File: config.mk
export PLATFORM = sky130hd
export DESIGN_NAME = scnn_decompress_ips_flat
export DESIGN_NICKNAME = d
export VERILOG_FILES = /design/src/rtl/scnn_decompress_ips_pkg.sv /design/src/rtl/scnn_decompress_ips_if.sv /design/src/rtl/scnn_decompress_ips.sv /design/src/flat_wrapper.sv
export SDC_FILE = /design/constraint.sdc
export NUM_CORES = 1
export LEC_CHECK = 0
export CORE_ASPECT_RATIO = 1.75
export CORE_UTILIZATION = 40
export CTS_CLUSTER_DIAMETER = 30
export DETAILED_ROUTE_END_ITERATION = 10
export PLACE_DENSITY_LB_ADDON = 0.1
export SLEW_MARGIN = 20
export SYNTH_ARGS = -nofsm -noshare
export SYNTH_HDL_FRONTEND = slang
export SYNTH_SLANG_ARGS = --single-unit
File: constraint.sdc
create_clock -name clk -period 3 [get_ports clk]
set_input_delay 0.3 -clock clk [delete_from_list [all_inputs] [get_ports clk]]
set_output_delay 0.3 -clock clk [all_outputs]
set_load 0.03 [all_outputs]
File: src/rtl/scnn_decompress_ips_pkg.sv
`default_nettype none
// ============================================================================
// scnn_pkg : shared types and constants for the SCNN activation decompressor
// Revision : 1.0
// ============================================================================
package scnn_pkg;

  localparam int unsigned SCNN_N  = 16;
  localparam int unsigned SCNN_DW = 16;
  localparam int unsigned SCNN_IW = 5;
  localparam int unsigned SCNN_CW = 5;
  localparam int unsigned SCNN_AW = $clog2(SCNN_N);

  typedef logic [SCNN_DW-1:0] act_t;
  typedef logic [SCNN_IW-1:0] idx_t;
  typedef logic [SCNN_CW-1:0] cnt_t;

  typedef enum logic [1:0] {
    IDLE = 2'd0,
    LOAD = 2'd1,
    DONE = 2'd2
  } dec_state_e;

  // Requests for more pairs than there are dense slots are clamped.
  function automatic cnt_t sat_count(input cnt_t n);
    return (n > cnt_t'(SCNN_N)) ? cnt_t'(SCNN_N) : n;
  endfunction

endpackage
`default_nettype wire

File: src/rtl/scnn_decompress_ips_if.sv
`default_nettype none
// ============================================================================
// scnn_decompress_ips_if : compressed-pair input and dense-array output bus
// Revision : 1.0
// ============================================================================
interface scnn_decompress_ips_if;
  import scnn_pkg::*;

  logic                       in_valid;
  logic                       in_ready;
  act_t                       in_data;
  idx_t                       in_idx;
  logic [SCNN_N*SCNN_DW-1:0]  dense_out;
  logic                       out_valid;
  logic                       out_ready;

  modport slave (
    input  in_valid, in_data, in_idx, out_ready,
    output in_ready, dense_out, out_valid
  );

  modport master (
    output in_valid, in_data, in_idx, out_ready,
    input  in_ready, dense_out, out_valid
  );

endinterface
`default_nettype wire

File: src/rtl/scnn_decompress_ips.sv
`default_nettype none
// ============================================================================
// scnn_decompress_ips : scatters (value, index) pairs into a zero-filled
//                       16-entry dense buffer and presents it on valid/ready
// Revision : 1.0
// ============================================================================
module scnn_decompress_ips
  import scnn_pkg::*;
(
  input  wire logic                  clk,
  input  wire logic                  rst_n,
  input  wire logic                  start,
  input  wire cnt_t                  num_nz,
  output logic                       busy,
  output logic                       err_idx,
  scnn_decompress_ips_if.slave       bus
);

  dec_state_e state_q, state_d;
  act_t       buf_q [SCNN_N];
  cnt_t       count_q;
  cnt_t       nz_q;
  logic       err_q;

  logic in_hs;
  logic idx_ok;
  logic last_pair;

  assign in_hs     = bus.in_valid && (state_q == LOAD);
  assign idx_ok    = bus.in_idx < idx_t'(SCNN_N);
  assign last_pair = (count_q == nz_q - cnt_t'(1));

  always_ff @(posedge clk or negedge rst_n) begin
    if (!rst_n) state_q <= IDLE;
    else        state_q <= state_d;
  end

  always_comb begin
    state_d = state_q;
    case (state_q)
      IDLE:    if (start) state_d = (num_nz == '0) ? DONE : LOAD;
      LOAD:    if (in_hs && last_pair) state_d = DONE;
      DONE:    if (bus.out_ready) state_d = IDLE;
      default: state_d = IDLE;
    endcase
  end

  always_ff @(posedge clk or negedge rst_n) begin
    if (!rst_n) begin
      for (int i = 0; i < SCNN_N; i++) buf_q[i] <= '0;
      count_q <= '0;
      nz_q    <= '0;
      err_q   <= 1'b0;
    end else begin
      case (state_q)
        IDLE: begin
          if (start) begin
            for (int i = 0; i < SCNN_N; i++) buf_q[i] <= '0;
            count_q <= '0;
            nz_q    <= sat_count(num_nz);
            err_q   <= 1'b0;
          end
        end
        LOAD: begin
          if (in_hs) begin
            // Out-of-range indices are dropped but still consume a pair slot.
            if (idx_ok) buf_q[bus.in_idx[SCNN_AW-1:0]] <= bus.in_data;
            else        err_q <= 1'b1;
            count_q <= count_q + cnt_t'(1);
          end
        end
        default: ;
      endcase
    end
  end

  always_comb begin
    bus.dense_out = '0;
    for (int i = 0; i < SCNN_N; i++) bus.dense_out[i*SCNN_DW +: SCNN_DW] = buf_q[i];
  end

  assign bus.in_ready  = (state_q == LOAD);
  assign bus.out_valid = (state_q == DONE);
  assign busy          = (state_q != IDLE);
  assign err_idx       = err_q;

endmodule
`default_nettype wire
File: src/flat_wrapper.sv
// flat-port wrapper written by rule: the top's interface ports become plain ports
module scnn_decompress_ips_flat import scnn_pkg::*;
  (clk, rst_n, start, num_nz, busy, err_idx, bus_in_valid, bus_in_data, bus_in_idx, bus_out_ready, bus_in_ready, bus_dense_out, bus_out_valid);
  scnn_decompress_ips_if bus_i ();
  input  wire logic clk;
  input  wire logic rst_n;
  input  wire logic start;
  input  wire cnt_t num_nz;
  output logic busy;
  output logic err_idx;
  input wire logic [$bits(bus_i.in_valid)-1:0] bus_in_valid;
  input wire logic [$bits(bus_i.in_data)-1:0] bus_in_data;
  input wire logic [$bits(bus_i.in_idx)-1:0] bus_in_idx;
  input wire logic [$bits(bus_i.out_ready)-1:0] bus_out_ready;
  output wire logic [$bits(bus_i.in_ready)-1:0] bus_in_ready;
  output wire logic [$bits(bus_i.dense_out)-1:0] bus_dense_out;
  output wire logic [$bits(bus_i.out_valid)-1:0] bus_out_valid;
  assign bus_i.in_valid = bus_in_valid;
  assign bus_i.in_data = bus_in_data;
  assign bus_i.in_idx = bus_in_idx;
  assign bus_i.out_ready = bus_out_ready;
  assign bus_in_ready = bus_i.in_ready;
  assign bus_dense_out = bus_i.dense_out;
  assign bus_out_valid = bus_i.out_valid;
  scnn_decompress_ips u_core (.clk(clk), .rst_n(rst_n), .start(start), .num_nz(num_nz), .busy(busy), .err_idx(err_idx), .bus(bus_i));
endmodule
Word level (Yosys, flattened, before mapping)
Cells that the tools add are included.
{ "word_totals": {"out_inout_bits": 260, "wordCells": 68, "inputBits": 31, "regBits": 269} }
{ "op_classes": {"order_cmp": 4, "eq_ne": 9, "mux": 20, "bitwise": 1, "addsub": 2, "n_reduce_logical": 12} }
{ "ops": {"columns": ["cell", "n"], "rows": [
  ["two-way mux 256 bit", 3],
  ["one-hot mux 256 bit (2 select lines)", 1],
  ["bitwise mux 256 bit", 1],
  ["demux 16 bit (select 4 bit)", 1],
  ["two-way mux 16 bit", 1],
  ["two-way mux 5 bit", 3],
  ["one-hot mux 5 bit (2 select lines)", 1],
  ["two-way mux 2 bit", 4],
  ["AND reduction 4 bit", 2],
  ["!= test 2 x 1 -> 1 bit, second input constant", 3],
  ["!= test 2 bit, second input constant", 3],
  ["one-hot mux 2 bit (3 select lines)", 1],
  ["AND reduction 3 bit", 2],
  ["adder 5 x 1 -> 5 bit, second input constant", 1],
  ["== test 5 bit", 1],
  [">= comparator 5 bit, second input constant", 1],
  ["> comparator 5 bit, second input constant", 1],
  ["logical NOT 5 bit", 1],
  ["< comparator 5 x 1 -> 1 bit, second input constant", 1],
  ["< comparator 5 bit, second input constant", 1],
  ["inverter 4 -> 5 bit", 1],
  ["subtractor 5 x 1 -> 5 bit, second input constant", 1],
  ["nonzero test 2 bit", 2],
  ["logical AND 1 bit", 3],
  ["other kinds (6)", 8]
]} }

Depth between registers and ports, before layout
{ "depth": {"ltp_word": 9, "depth_mapped": 8, "mapped_depth_nobuf": 6} }

Least setup slack after synthesis
No wires, ideal clock.
{ "synth_timing": {"path_type": "register -> register", "from": "register u_core.state_q[0]", "to": "register u_core.buf_q, in the netlist u_core.bus.dense_out[213]", "required_ns": 2.920, "arrival_time_ns": 1.766, "setup_ns": 0.080, "path_stages_with_launch": 8, "synth_period_minus_slack_ns": 1.846, "setup_slack_ns": 1.154, "path_buffers": 3, "path_cell_list": "dfrtp_1 buf_6 nand2b_4 a21o_4 buf_12 nor3_4 buf_8 mux2i_1"} }
{ "synth_between": {"elab_chain_len": 4, "word_cells_on_any_way": 9, "classes_between": "eq/ne: 4; mux: 1; reduce/logical: 4"} }
{ "synth_rtl": {"columns": ["element", "line", "text"], "rows": [
  ["start: declaration", "scnn_decompress_ips.sv:19", "dec_state_e state_q, state_d;"],
  ["start signal: assignment", "scnn_decompress_ips.sv:35", "else state_q <= state_d;"],
  ["== test 2 x 1 -> 1 bit", "scnn_decompress_ips.sv:29, scnn_decompress_ips.sv:55", null],
  ["logical AND 1 bit", "scnn_decompress_ips.sv:29", "assign in_hs = bus.in_valid && (state_q == LOAD);"],
  ["!= test 2 x 1 -> 1 bit (no source line)", null, null],
  ["AND reduction 4 bit (no source line)", null, null],
  ["end signal: indexed assignment", "scnn_decompress_ips.sv:67", "if (idx_ok) buf_q[bus.in_idx[SCNN_AW-1:0]] <= bus.in_data;"],
  ["end: declaration", "scnn_decompress_ips.sv:20", "act_t buf_q [SCNN_N];"]
]} }
Several ways; a longest one is shown, not always the timed one.
A chain may end at the register's enable or synchronous reset.

Worst setup path in the final report
{ "layout_timing": {"from": "register u_core.state_q[0]", "to": "output port bus_in_ready"} }
{ "layout_between": {"elab_chain_len": 1} }
{ "layout_rtl": {"columns": ["element", "line", "text"], "rows": [
  ["== test 2 x 1 -> 1 bit", "scnn_decompress_ips.sv:82", "assign bus.in_ready = (state_q == LOAD);"],
  ["end: declaration", "flat_wrapper.sv:15", "output wire logic [$bits(bus_i.in_ready)-1:0] bus_in_ready;"]
]} }
Every way passes these cells.

==> impl_metrics.csv <==
group,metric,value,unit
clock_tree,clk_pin_slew_worst_paths,50,ps
timing,setup_viol,0,
yosys,post_synth_num_cell_types,41,
timing,timing.fmax,0.3796,GHz
global_routing,first_global_vias,8224,
global_routing,track_usage,0.2527,
clock_tree,clk_latency,520,ps
place,gp_congestion,0.7945,
setup_path,crit_buf_inv,1,
clock_tree,clock_path_buffers,3,
yosys,synth_area_leaders,"dfrtp_1, a22o_1, mux2i_1",
yosys,post-synth-top-count-cell,"dfrtp_1",
floorplan,core.rowCount,79,
clock_tree,cts.sinks,269,
setup_path,crit_fanout,12,
global_routing,grt_pass1_wl,51.96,mm
setup_path,worstSetupPathType,"flip-flop to output port",
route,vias,7965,
floorplan,die_w,126.6,um
layout,multiInputGateArea,0.003756,sq mm
timing,fin_crit,2634,ps
route,drtIter0Drc,439,
route,wl,34.45,mm
layout,fillers,2245,
yosys,yosysWarnings,0,
global_routing,grt_start_max_net_pins,118,
power_and_ir_drop,ir_worst_vdd,0.6374,mV
layout,seq_area,0.006731,sq mm
setup_path,max_stage_delay,790,ps
layout,drive_above_1_share,0.09326,
power_and_ir_drop,power.total,18.73,mW
yosys,synth_top_area_frac,0.6195,
timing,slew_violations,0,
yosys,syn_inst,848,
clock_tree,tritoncts,"built",
layout,syn2layout_area_growth,40.79,%
setup_path,worstPathRequired,2700,ps
global_routing,overflow,0,
place,post-dp-hpwl,23.79,mm
yosys,ys.flop_type,"dfrtp_1",
power_and_ir_drop,p_per_area,1224,mW/mm^2
yosys,yosysTopAreaCell,"dfrtp_1",
route,routed_via_density,5.371,
place,io_buffers,290,
floorplan,dieArea,0.02786,sq mm
route,remaining_drc_errors,0,
outcome,status,"complete, no violations",
yosys,ys_ff_latch,269,
route,routedWlPerCell,23.23,um
setup_path,start_kind,"flip-flop",
route,ant_nets,0,
setup_path,end_kind,"output port",
timing,post-route-period-util,0.8782,
timing,slew_headroom,0.5290,
min_path,hold_class,"primary input to async pin",
clock_tree,cts-root-buf,"clkbuf_16",
yosys,syn_area,0.01087,sq mm
global_routing,antenna_found_initial,1,
job,maxCapViolations,0,
setup_path,worstPathArrival,2330,ps
floorplan,die_h,220.0,um
setup_path,crit_chain,"nor2b_2 -> clkdlybuf4s50_1",
layout,nets,1163,
floorplan,initial_core_util,0.4072,
timing,final_hold_viol_count,0,
floorplan,num_io_pins,291,
yosys,async_flop_share,1.000,
yosys,avgSynthCellArea,12.81,sq um
timing,setup_tns,0,ps
yosys,synth_edf_count,0,
yosys,syn-num-nets,881,
route,drt_pass1_iterations,5,
layout,postLayoutCoreUtil,0.5733,
timing,rsz0062_at_grt,"no",
power_and_ir_drop,leakage,6.708,nW
timing,tightest_slew,706.4,ps
setup_path,cp_slowest_cell,"clkdlybuf4s50_1",
yosys,synthTopCellsByCount,"dfrtp_1, nand2_1, a22o_1",
timing,clock-skew-final,10.26,ps
floorplan,core,0.02669,sq mm
setup_path,cp_top_family,"buffers and inverters",
yosys,yosysSeqAreaShare,0.6195,
clock_tree,htree_num_levels,2,
clock_tree,cts_made_buffers,39,
## placed cells by master (no fill, tap or decap), drive strengths merged, types with 4 or more instances in the layout
cell type	instances
buf	20
nor3	15
nand3b	4
a22o	129
nor2	9
o2bb2ai	16
inv	10
nand2b	8
xnor2	5
o21ai	15
dfrtp	269
nor2b	4
clkbuf	50
and2	18
clkdlybuf4s50	289
nand2	145
clkinv	9
mux2i	112
## kinds of logic after synthesis
family          count (synthesis)  synth area share
buf+inv                        74           0.03604
compound gates                167            0.1292
xor+xnor                        8          0.006448
fa+ha+maj                       2          0.002302
mux                           113            0.1042
flops                         269            0.6195
simple gates                  215            0.1024
## repair_timing
| action | 4_1_cts | 5_1_grt |
|---|---|---|
| resized for setup | 0 | 0 |
| hold endpoints to repair | 65 | 0 |
| buffers inserted | 0 | 0 |
| hold buffers | 1 | 0 |
## sequential cells by signal (all words and copies together) (netlist names)
signal                cells
u_core.err_idx            1
u_core.bus.dense_out    256
u_core.count_q            5
u_core.nz_q               5
u_core.state_q            2
## layout make-up
| cell class | count | area share |
|---|---|---|
| well taps | 324 | 0.02650 |
| flip-flops and latches | 269 | 0.4400 |
| clock buffers | 50 | 0.07188 |
| clock inverters | 19 | 0.01227 |
| diodes | 1 | 0.0001636 |
| multi-input cells | 505 | 0.2455 |
| repair buffers | 310 | 0.2025 |
| inverters | 5 | 0.001227 |
## per-layer routing
| metal | global-route usage | part of all wire |
|---|---|---|
| met4 | 0.1064 | 0.036 |
| met1 | 0.3015 | 0.39 |
| met5 | 0 | 0 |
| met3 | 0.06871 | 0.071 |
| met2 | 0.4287 | 0.50 |
## where the power goes
group          leakage (nW)  internal [mW]  switching [mW]
sequential             3.59           5.05           0.958
clock                 0.630           2.79            1.69
combinational          2.49           3.39            4.84
total                  6.71           11.2            7.50
## stage by stage
stage               hold slack, ps  instance area, sq um  setup WS (ps)  std cells
CTS                          337.3                 15290          315.1       1482
global route                 371.0                 15300          254.7       1483
floorplan                    4.409                 10870           1154        848
detailed placement           293.4                 13990          466.8       1412
global placement             285.2                 13990          557.1       1412
finish                       333.8                 15300          365.5       1483
## final timing paths
check,start,endpoint,depth (start not counted),slack [ps]
worst min register to register,u_core.bus.dense_out[41],u_core.bus.dense_out[41],1,490
worst max register to register,u_core.state_q[0],u_core.bus.dense_out[71],4,810
max in group asynchronous,rst_n,u_core.bus.dense_out[175],3,1770
worst max-delay path,u_core.state_q[0],bus_in_ready,2,370
worst min-delay path,rst_n,u_core.bus.dense_out[74],2,330
min in group clk,bus_out_ready,u_core.state_q[1],4,410
Note: power is estimated with default switching activity, not from simulation.
